$ cat config.mk
export PLATFORM = sky130hd
export DESIGN_NAME = button_conditioner
export DESIGN_NICKNAME = d
export VERILOG_FILES = /design/src/rtl/button_conditioner.sv
export SDC_FILE = /design/constraint.sdc
export NUM_CORES = 1
export LEC_CHECK = 0
export ABC_AREA = 1
export BUFFER_PORTS_ARGS = -buffer_cell sky130_fd_sc_hd__clkbuf_2
export CORE_AREA = 5 5 73 75
export CTS_BUF_LIST = sky130_fd_sc_hd__clkbuf_8
export CTS_CLUSTER_DIAMETER = 120
export DETAILED_ROUTE_END_ITERATION = 8
export DIE_AREA = 0 0 78 80
export GPL_ROUTABILITY_DRIVEN = 0
export PLACE_DENSITY = 0.84
export SLEW_MARGIN = 20
export SYNTH_ARGS = -nofsm -noshare
export SYNTH_HDL_FRONTEND = slang
export SYNTH_SLANG_ARGS = --single-unit
export TNS_END_PERCENT = 50
$ cat constraint.sdc
create_clock -name clk -period 1.84 [get_ports clk]
set_input_delay 0.276 -clock clk [delete_from_list [all_inputs] [get_ports clk]]
set_output_delay 0.276 -clock clk [all_outputs]
set_load 0.02 [all_outputs]
$ cat src/rtl/button_conditioner.sv
// Multi-channel push-button/switch conditioner: synchroniser, debounce FSM,
// registered rise/fall pulses and a press-toggled state per input bit.
module button_conditioner #(
    parameter int               WIDTH           = 2,
    parameter int               SYNC_STAGES     = 2,
    parameter int               DEBOUNCE_CYCLES = 1000000,
    parameter logic [WIDTH-1:0] TOGGLE_INIT     = '0
) (
    input  logic             clk,
    input  logic             rst,
    input  logic [WIDTH-1:0] btn_raw,
    output logic [WIDTH-1:0] btn_level,
    output logic [WIDTH-1:0] btn_rise,
    output logic [WIDTH-1:0] btn_fall,
    output logic [WIDTH-1:0] btn_toggle
);

    localparam int CNT_W = $clog2(DEBOUNCE_CYCLES + 1);
    localparam logic [CNT_W-1:0] CNT_LAST = CNT_W'(DEBOUNCE_CYCLES - 1);

    typedef enum logic {
        STABLE,
        COUNTING
    } state_t;

    genvar gi;
    generate
        for (gi = 0; gi < WIDTH; gi++) begin : g_chan
            logic [SYNC_STAGES-1:0] sync_reg;
            logic                   s;
            state_t                 state_reg;
            logic [CNT_W-1:0]       cnt_reg;
            logic                   level_reg;
            logic                   rise_reg;
            logic                   fall_reg;
            logic                   toggle_reg;

            assign s = sync_reg[SYNC_STAGES-1];

            always_ff @(posedge clk) begin
                if (rst) begin
                    sync_reg   <= '0;
                    state_reg  <= STABLE;
                    cnt_reg    <= '0;
                    level_reg  <= 1'b0;
                    rise_reg   <= 1'b0;
                    fall_reg   <= 1'b0;
                    toggle_reg <= TOGGLE_INIT[gi];
                end else begin
                    sync_reg <= {sync_reg[SYNC_STAGES-2:0], btn_raw[gi]};
                    rise_reg <= 1'b0;
                    fall_reg <= 1'b0;
                    case (state_reg)
                        STABLE: begin
                            if (s != level_reg) begin
                                if (DEBOUNCE_CYCLES == 1) begin
                                    level_reg  <= s;
                                    rise_reg   <= s;
                                    fall_reg   <= ~s;
                                    toggle_reg <= toggle_reg ^ s;
                                end else begin
                                    state_reg <= COUNTING;
                                    cnt_reg   <= CNT_W'(1);
                                end
                            end else begin
                                cnt_reg <= '0;
                            end
                        end
                        COUNTING: begin
                            // Any sample matching the current level restarts the qualification.
                            if (s == level_reg) begin
                                state_reg <= STABLE;
                                cnt_reg   <= '0;
                            end else if (cnt_reg == CNT_LAST) begin
                                level_reg  <= s;
                                rise_reg   <= s;
                                fall_reg   <= ~s;
                                toggle_reg <= toggle_reg ^ s;
                                state_reg  <= STABLE;
                                cnt_reg    <= '0;
                            end else begin
                                cnt_reg <= cnt_reg + 1'b1;
                            end
                        end
                        default: begin
                            state_reg <= STABLE;
                            cnt_reg   <= '0;
                        end
                    endcase
                end
            end

            assign btn_level[gi]  = level_reg;
            assign btn_rise[gi]   = rise_reg;
            assign btn_fall[gi]   = fall_reg;
            assign btn_toggle[gi] = toggle_reg;
        end
    endgenerate

endmodule

Word-level counts from Yosys, hierarchy flattened
Index checks and enable logic that the tools add are counted.

cells by class
  bitwise logic cells = 10
  multiplexer cells = 16
  equality and inequality tests = 6
  reduce and logical (&&, ||, !) cells = 4
  add/subtract/negate cells = 2

operator list
  kind                                            number
  two-way mux 20 bit                              4
  one-hot mux 20 bit (2 select lines)             2
  adder 20 x 1 -> 20 bit (second input constant)  2
  == test 20 bit (second input constant)          2
  two-way mux 1 bit                               8
  NOT 1 bit                                       8
  OR reduction 4 bit                              2
  AND reduction 3 bit                             2
  one-hot mux 1 bit (2 select lines)              2
  == test 1 bit                                   2
  inequality test 1 bit                           2
  XOR 1 bit                                       2

storage, ports and cells
  word-level logic and storage cells = 52
  bits of input ports = 4
  register bits after elaboration = 54
  output and inout bits = 8

Longest topological paths before layout
Gate-level depths: netlist of the first run.

  word-level depth = 4
  gate-level depth with buffers = 9
  mapped depth without buffers = 8

Least setup slack after synthesis of the first run
Ideal clock, no wire load.

  kind = register -> register
  start = reg g_chan[1].cnt_reg[0]
  end = reg g_chan[1].cnt_reg[15]
  library setup time = 0.116 ns
  path buffers = 1
  required time = 1.724 ns
  setup slack = 0.336 ns
  stages on the path, launching flop included = 10
  data arrival time = 1.388 ns
  clock period less this slack = 1.504 ns
  path through = dfxtp_1 ha_1 nand3_2 nor2_4 inv_2 nor2_4 nand2_2 nand3_4 buf_8 a21oi_1

on the way
  cells in the longest elaborated chain, start to end = 4
  elaborated cells between the ends (all ways) = 5
  classes of those cells = 1 x add/sub; 1 x eq/ne; 3 x mux

ends and longest elaborated chain
  item                                                             line    source
  start, declared                                                  32      logic [CNT_W-1:0] cnt_reg;
  start signal, assigned                                           82      cnt_reg <= cnt_reg + 1'b1;
  adder 20 x 1 -> 20 bit / == test 20 bit (equally long branches)  82, 74
  two-way mux 20 bit (*)                                           74      end else if (cnt_reg == CNT_LAST) begin
  two-way mux 20 bit (*)                                           71      if (s == level_reg) begin
  one-hot mux 20 bit (2 select lines) (*)                          53      case (state_reg)

Mark *: on every way between the ends. The rest lies on a longest branch, timed or not.
A chain may end at the register's enable or synchronous reset.

Final worst setup path of the first run
  start = reg g_chan[0].cnt_reg[0]
  end = reg g_chan[0].cnt_reg[12]

on the way
  cells in the longest elaborated chain, start to end = 4
  elaborated cells between the ends (all ways) = 5
  classes of those cells = 1 x add/sub; 1 x eq/ne; 3 x mux

ends and longest elaborated chain
  item                                                             line
  start, declared                                                  32
  start signal, assigned                                           82
  adder 20 x 1 -> 20 bit / == test 20 bit (equally long branches)  82, 74
  two-way mux 20 bit (*)                                           74
  two-way mux 20 bit (*)                                           71
  one-hot mux 20 bit (2 select lines) (*)                          53

Marked as above.

==> results of run 1 <==
synth_stat cells, types with 2 or more instances:
library cell | n | area [um^2]
nand3_1 | 22 | 110
nor2_2 | 2 | 12.5
nor2_1 | 69 | 259
ha_1 | 2 | 25.0
a21oi_1 | 23 | 115
nor3_1 | 21 | 105
nand4_1 | 13 | 81.3
o21ai_0 | 7 | 35.0
xor2_1 | 11 | 96.3
dfxtp_1 | 54 | 1080
nand3_2 | 2 | 20.0
a21oi_2 | 3 | 26.3
nand3_4 | 2 | 35.0
nor2_4 | 4 | 45.0
xnor2_1 | 4 | 35.0
buf_4 | 8 | 60.1
nand2_1 | 108 | 405
inv_1 | 53 | 199
or2_2 | 3 | 18.8
report_power, final:
part	switching (uW)	internal, uW
Combinational	16.7	8.77
Sequential	5.23	1170
Clock	416	416
Total	438	1600
stage by stage:
| step | area [um^2] | worst slack, ns | power [uW] |
|---|---|---|---|
| 3_3_place_gp | 2870 | 0.336 | 1230 |
| 2_1_floorplan | 2830 | 0.336 | 1220 |
| 5_1_grt | 2990 | 0.102 | 2120 |
| 3_5_place_dp | 2870 | 0.261 | 1230 |
| 4_1_cts | 2990 | 0.251 | 2050 |
| 6_report | 2990 | 0.269 | 2040 |
worst max path at each step:
stage / to / depth (start not counted)
after floorplan: g_chan[1].cnt_reg[15]$_SDFF_PP0_ / 9
after global placement: g_chan[0].cnt_reg[12]$_SDFF_PP0_ / 7
after detailed placement: g_chan[1].cnt_reg[15]$_SDFF_PP0_ / 8
after CTS: g_chan[1].cnt_reg[15]$_SDFF_PP0_ / 8
after global routing: g_chan[1].cnt_reg[15]$_SDFF_PP0_ / 8
final: g_chan[0].cnt_reg[12]$_SDFF_PP0_ / 7
cell type report:
class / count / area [um^2] / share of cell area [%]
sequential: 54 / 1080 / 36.2
timing repair buffer: 12 / 62.6 / 2.09
clock buffer: 5 / 68.8 / 2.30
inverter: 54 / 203 / 6.79
tap: 54 / 67.6 / 2.26
multi-input combinational: 301 / 1460 / 48.8
clock inverter: 3 / 47.5 / 1.59
cells by family (layout without fill, tap and decap cells):
| group | after synthesis | count (layout) |
|---|---|---|
| and+or+nand+nor | 250 | 250 |
| buffers and inverters | 65 | 74 |
| DFF | 54 | 54 |
| AOI/OAI and AO/OA | 34 | 34 |
| xor gates and xnor gates | 15 | 15 |
| adders and majority gates | 2 | 2 |
tightest hold or removal path: stages:
cell      delay, ns
clkbuf_2       0.08
inv_1          0.04
nor2_1         0.03
routing by layer:
metal  wire length (um)  vias to the layer above
met2               2650                       90
met3                315                       10
li1                   -                     1337
met5                  0                        -
met1               2840                     1161
met4                 82                        0
==> results.yml, run 1 <==
outcome:
  status: "completed"
cells_and_area:
  layout_common_cells: "108 x nand2_1, 69 x nor2_1, 54 x dfxtp_1, 53 x inv_1, 23 x a21oi_1"
  layout_commonest_cell: "nand2_1"
  fillers: 406
  n_antenna_cell: 0
  instances_no_fill: 483
  num-nets-final: 434
  final_core_util_pct: 65.0
  largest_reg_flops: 40
  area_growth_pct: 5.53
  drive_above_1_share_pct: 8.86
critical_path:
  worstSetupStartpoint: "g_chan[0].cnt_reg[0]$_SDFF_PP0_"
  rr_endpoint: "g_chan[0].cnt_reg[12]$_SDFF_PP0_"
  cp-start-kind: "flip-flop"
  endpoint_kind: "flip-flop"
  cp_data_arrival_time_ns: 1.82
  cp_top_family: "simple AND/OR/NAND/NOR gates"
  cp_slowest_stage_delay_ns: 0.40
  worstPathRequired_ns: 2.09
  path_buf_inv: 1
  r2r_cells: 7
  worst_path_max_delay_cell: "dfxtp_1"
  critical_path_class: "reg -> reg"
  r2r_slack_ns: 0.27
  path_max_fanout: 5
  path_cells: "ha_1 > nand3_2 > nor2_2 > nand2_1 > o21ai_0 > inv_1 > nor3_1"
  r2r_start: "g_chan[0].cnt_reg[0]$_SDFF_PP0_"
timing:
  worst_pin_slew_ns: 0.457
  finalHoldViolations: 0
  slew_viol_final: 0
  slew_headroom_pct: 69.3
  skew_ns: 0.00715
  setup_viol: 0
  rsz0062_at_grt: "false"
  clock.fmax_ghz: 0.636
  min_period_ns: 1.57
  timing.final.crit_share_pct: 85.4
  setup-tns-final_ns: 0
  hold_ws_ns: 0.135
synthesis:
  synth_area_per_cell_um2: 6.74
  synth_top_family_by_area: "simple AND/OR/NAND/NOR gates"
  synth-simple-area-share_pct: 39.5
  muxShareOfSynthArea_pct: 0
  yosysWarnings: 0
  synth_flop_cell: "dfxtp_1"
  ys_seq_elements: 54
  syn_inst: 420
  seq_area_frac_synth_pct: 38.2
  synth_area_mm2: 0.00283
  synth-xor-area-share_pct: 4.64
  yosys.cell_types.count: 28
  synthAdderAreaFrac_pct: 0.884
  synth_edf_count: 0
  synth_compound_area_share_pct: 6.41
  async_flop_share_pct: 0
  synth_nets: 426
grt:
  overflow: 0
  use_met2_pct: 32.1
  antenna_found_initial: 0
  grt.total_usage_pct: 20.1
  grtUsageMet1_pct: 27.2
  gr-usage-met3_pct: 3.72
  busiest_layer: "met2"
  grt_pass1_wl_um: 10300
  grt_pass1_vias: 2361
  grt_max_degree: 20
worst_hold_path:
  hold_path.startpoint: "btn_raw[1]"
  whs_path_depth: 3
  min_path_type: "in -> reg"
  holdPathEnd: "g_chan[1].sync_reg[0]$_SDFF_PP0_"
routing:
  wirelength_um: 5890
  via_count: 2598
  antenna_left: 0
  first_pass_iters: 5
  drt-initial-drc-count: 190
  route.detailed.drc: 0
  avgRoutedWirePerCell_um: 12.2
  viasPerCell: 5.38
floorplan:
  die_w_um: 78
  die_h_um: 80
  start_util_pct: 61.6
  core_mm2: 0.00460
  die-area_mm2: 0.00624
  io_pins: 12
  rows: 25
clocking:
  cts_sinks: 54
  cts_hold_buf: 0
  cts_tree: "built"
  ctsResizeCount: 0
  worst_setup_hold_path_clk_slew_ns: 0.10
  cts_root_buf: "clkbuf_8"
  h-tree-depth: 2
  cts_buffer_depth: 2
  cts_setup_buffers: 0
  clk_latency_ns: 0.31
  cts_buffers: 5
job:
  max_cap_viol_count: 0
place:
  hpwlAfterDp_um: 4430
  dp.cells: 475
  numPortBuffers: 11
power:
  peakVddDrop_mv: 0.436
  p_per_area_mw_per_mm2: 682
  power_leakage_uw: 0.000964
No activity file was read; power rests on OpenSTA's default activity.
==> run 2: changes to the inputs <==
BUFFER_PORTS_ARGS = unset   (was -buffer_cell sky130_fd_sc_hd__clkbuf_2)
CORE_AREA = 5 5 84 86   (was 5 5 73 75)
DIE_AREA = 0 0 89 91   (was 0 0 78 80)
DONT_BUFFER_PORTS = 1   (was unset)
PLACE_DENSITY = 0.65   (was 0.84)
==> results.yml, run 2 (synthesis gave the netlist of run 1 again) <==
floorplan:
  die_h_um: 91
  die-area_mm2: 0.00810
  start_util_pct: 45.6
  io_pins: 12
  rows: 29
  core_mm2: 0.00620
  die_w_um: 89
place:
  hpwlAfterDp_um: 4530
  dp.cells: 488
  numPortBuffers: 0
  pre_cts_ws_ns: 0.279
critical_path:
  cp_slowest_stage_delay_ns: 0.41
  worst_path_max_delay_cell: "dfxtp_1"
  endpoint_kind: "flip-flop"
  critical_path_class: "reg -> reg"
  cp_num_cells: 7
  cp_top_family: "simple AND/OR/NAND/NOR gates"
  path_cells: "ha_1 > nand3_2 > nor2_2 > nand2_1 > o21ai_0 > inv_1 > nor3_1"
  rr_endpoint: "g_chan[0].cnt_reg[12]$_SDFF_PP0_"
  path_max_fanout: 5
  r2r_start: "g_chan[0].cnt_reg[0]$_SDFF_PP0_"
  r2r_slack_ns: 0.21
  worstPathRequired_ns: 2.08
  cp-start-kind: "flip-flop"
  r2r_cells: 7
  path_buf_inv: 1
  cp_data_arrival_time_ns: 1.88
clocking:
  cts_buffers: 5
  cts_root_buf: "clkbuf_8"
  cts_buffer_depth: 2
  worst_setup_hold_path_clk_slew_ns: 0.11
  cts_setup_buffers: 0
  cts_tree: "built"
  cts_hold_buf: 1
  h-tree-depth: 2
  cts_sinks: 54
  clk_latency_ns: 0.32
  ctsResizeCount: 0
cells_and_area:
  n_antenna_cell: 0
  area_growth_pct: 4.91
  largest_reg_flops: 40
  layout_commonest_cell: "nand2_1"
  layout_common_cells: "108 x nand2_1, 69 x nor2_1, 54 x dfxtp_1, 53 x inv_1, 23 x a21oi_1"
  final_core_util_pct: 47.9
  drive_above_1_share_pct: 6.65
  num-nets-final: 426
  fillers: 643
  instances_no_fill: 498
worst_hold_path:
  hold_path.startpoint: "rst"
  holdPathEnd: "g_chan[0].toggle_reg$_SDFFE_PP0P_"
  min_path_type: "in -> reg"
  whs_path_depth: 1
grt:
  grt_max_degree: 20
  overflow: 0
  grt.total_usage_pct: 16.0
  grt_pass1_wl_um: 10600
  antenna_found_initial: 0
  grt_pass1_vias: 2311
job:
  max_cap_viol_count: 0
routing:
  wirelength_um: 5960
  via_count: 2485
  antenna_left: 0
  viasPerCell: 4.99
  route.detailed.drc: 0
  drt-initial-drc-count: 110
  avgRoutedWirePerCell_um: 12.0
  first_pass_iters: 4
timing:
  timing.final.crit_share_pct: 88.8
  min_period_ns: 1.63
  finalHoldViolations: 0
  fin_ws_ns: 0.207
  setup-tns-final_ns: 0
  setup_viol: 0
  rsz0062_at_grt: "false"
  clock.fmax_ghz: 0.612
  worst_pin_slew_ns: 0.396
  slew_headroom_pct: 73.4
  skew_ns: 0.0131
  slew_viol_final: 0
power:
  power_leakage_uw: 0.000920
  peakVddDrop_mv: 0.530
  p_per_area_mw_per_mm2: 648
outcome:
  status: "completed"
==> run 2: where the power goes <==
| part | internal, uW | switching (uW) | total, uW |
|---|---|---|---|
| clock network | 286 | 433 | 719 |
| logic | 9.57 | 15.2 | 24.8 |
| registers | 1170 | 5.26 | 1180 |
| total | 1470 | 454 | 1920 |
==> run 2: how the worst max path moves through the flow <==
stage	start	endpoint	slack (ns)
after floorplan	g_chan[1].cnt_reg[0]$_SDFF_PP0_	g_chan[1].cnt_reg[15]$_SDFF_PP0_	0.34
after global placement	g_chan[0].cnt_reg[0]$_SDFF_PP0_	g_chan[0].cnt_reg[12]$_SDFF_PP0_	0.31
after detailed placement	g_chan[0].cnt_reg[0]$_SDFF_PP0_	g_chan[0].cnt_reg[12]$_SDFF_PP0_	0.28
after CTS	g_chan[0].cnt_reg[0]$_SDFF_PP0_	g_chan[0].cnt_reg[12]$_SDFF_PP0_	0.24
after global routing	g_chan[0].cnt_reg[0]$_SDFF_PP0_	g_chan[0].cnt_reg[12]$_SDFF_PP0_	0.006
final	g_chan[0].cnt_reg[0]$_SDFF_PP0_	g_chan[0].cnt_reg[12]$_SDFF_PP0_	0.21
==> run 2: through the flow <==
stage,instance area (um^2),total power (uW),hold slack [ns]
after global routing,2970,2020,0.000443
final,2970,1920,0.0173
after detailed placement,2850,1230,0.350
after global placement,2850,1230,0.348
after CTS,2960,1960,0.00116
after floorplan,2830,1220,0.383
==> run 2: layer usage <==
layer	track usage [%]	part of all wire (%)
met5	0	0
met2	25.2	45
met1	21.6	49
met3	3.44	3.9
met4	5.46	1.9
==> run 2: cell type report <==
cell class / instances / area (um^2) / area share [%]
well taps: 77 / 96.3 / 3.24
clock inverters: 3 / 28.8 / 0.969
flip-flops and latches: 54 / 1080 / 36.4
repair buffers: 4 / 35.0 / 1.18
clock buffers: 5 / 68.8 / 2.32
inverters: 54 / 203 / 6.83
multi-input cells: 301 / 1460 / 49.1
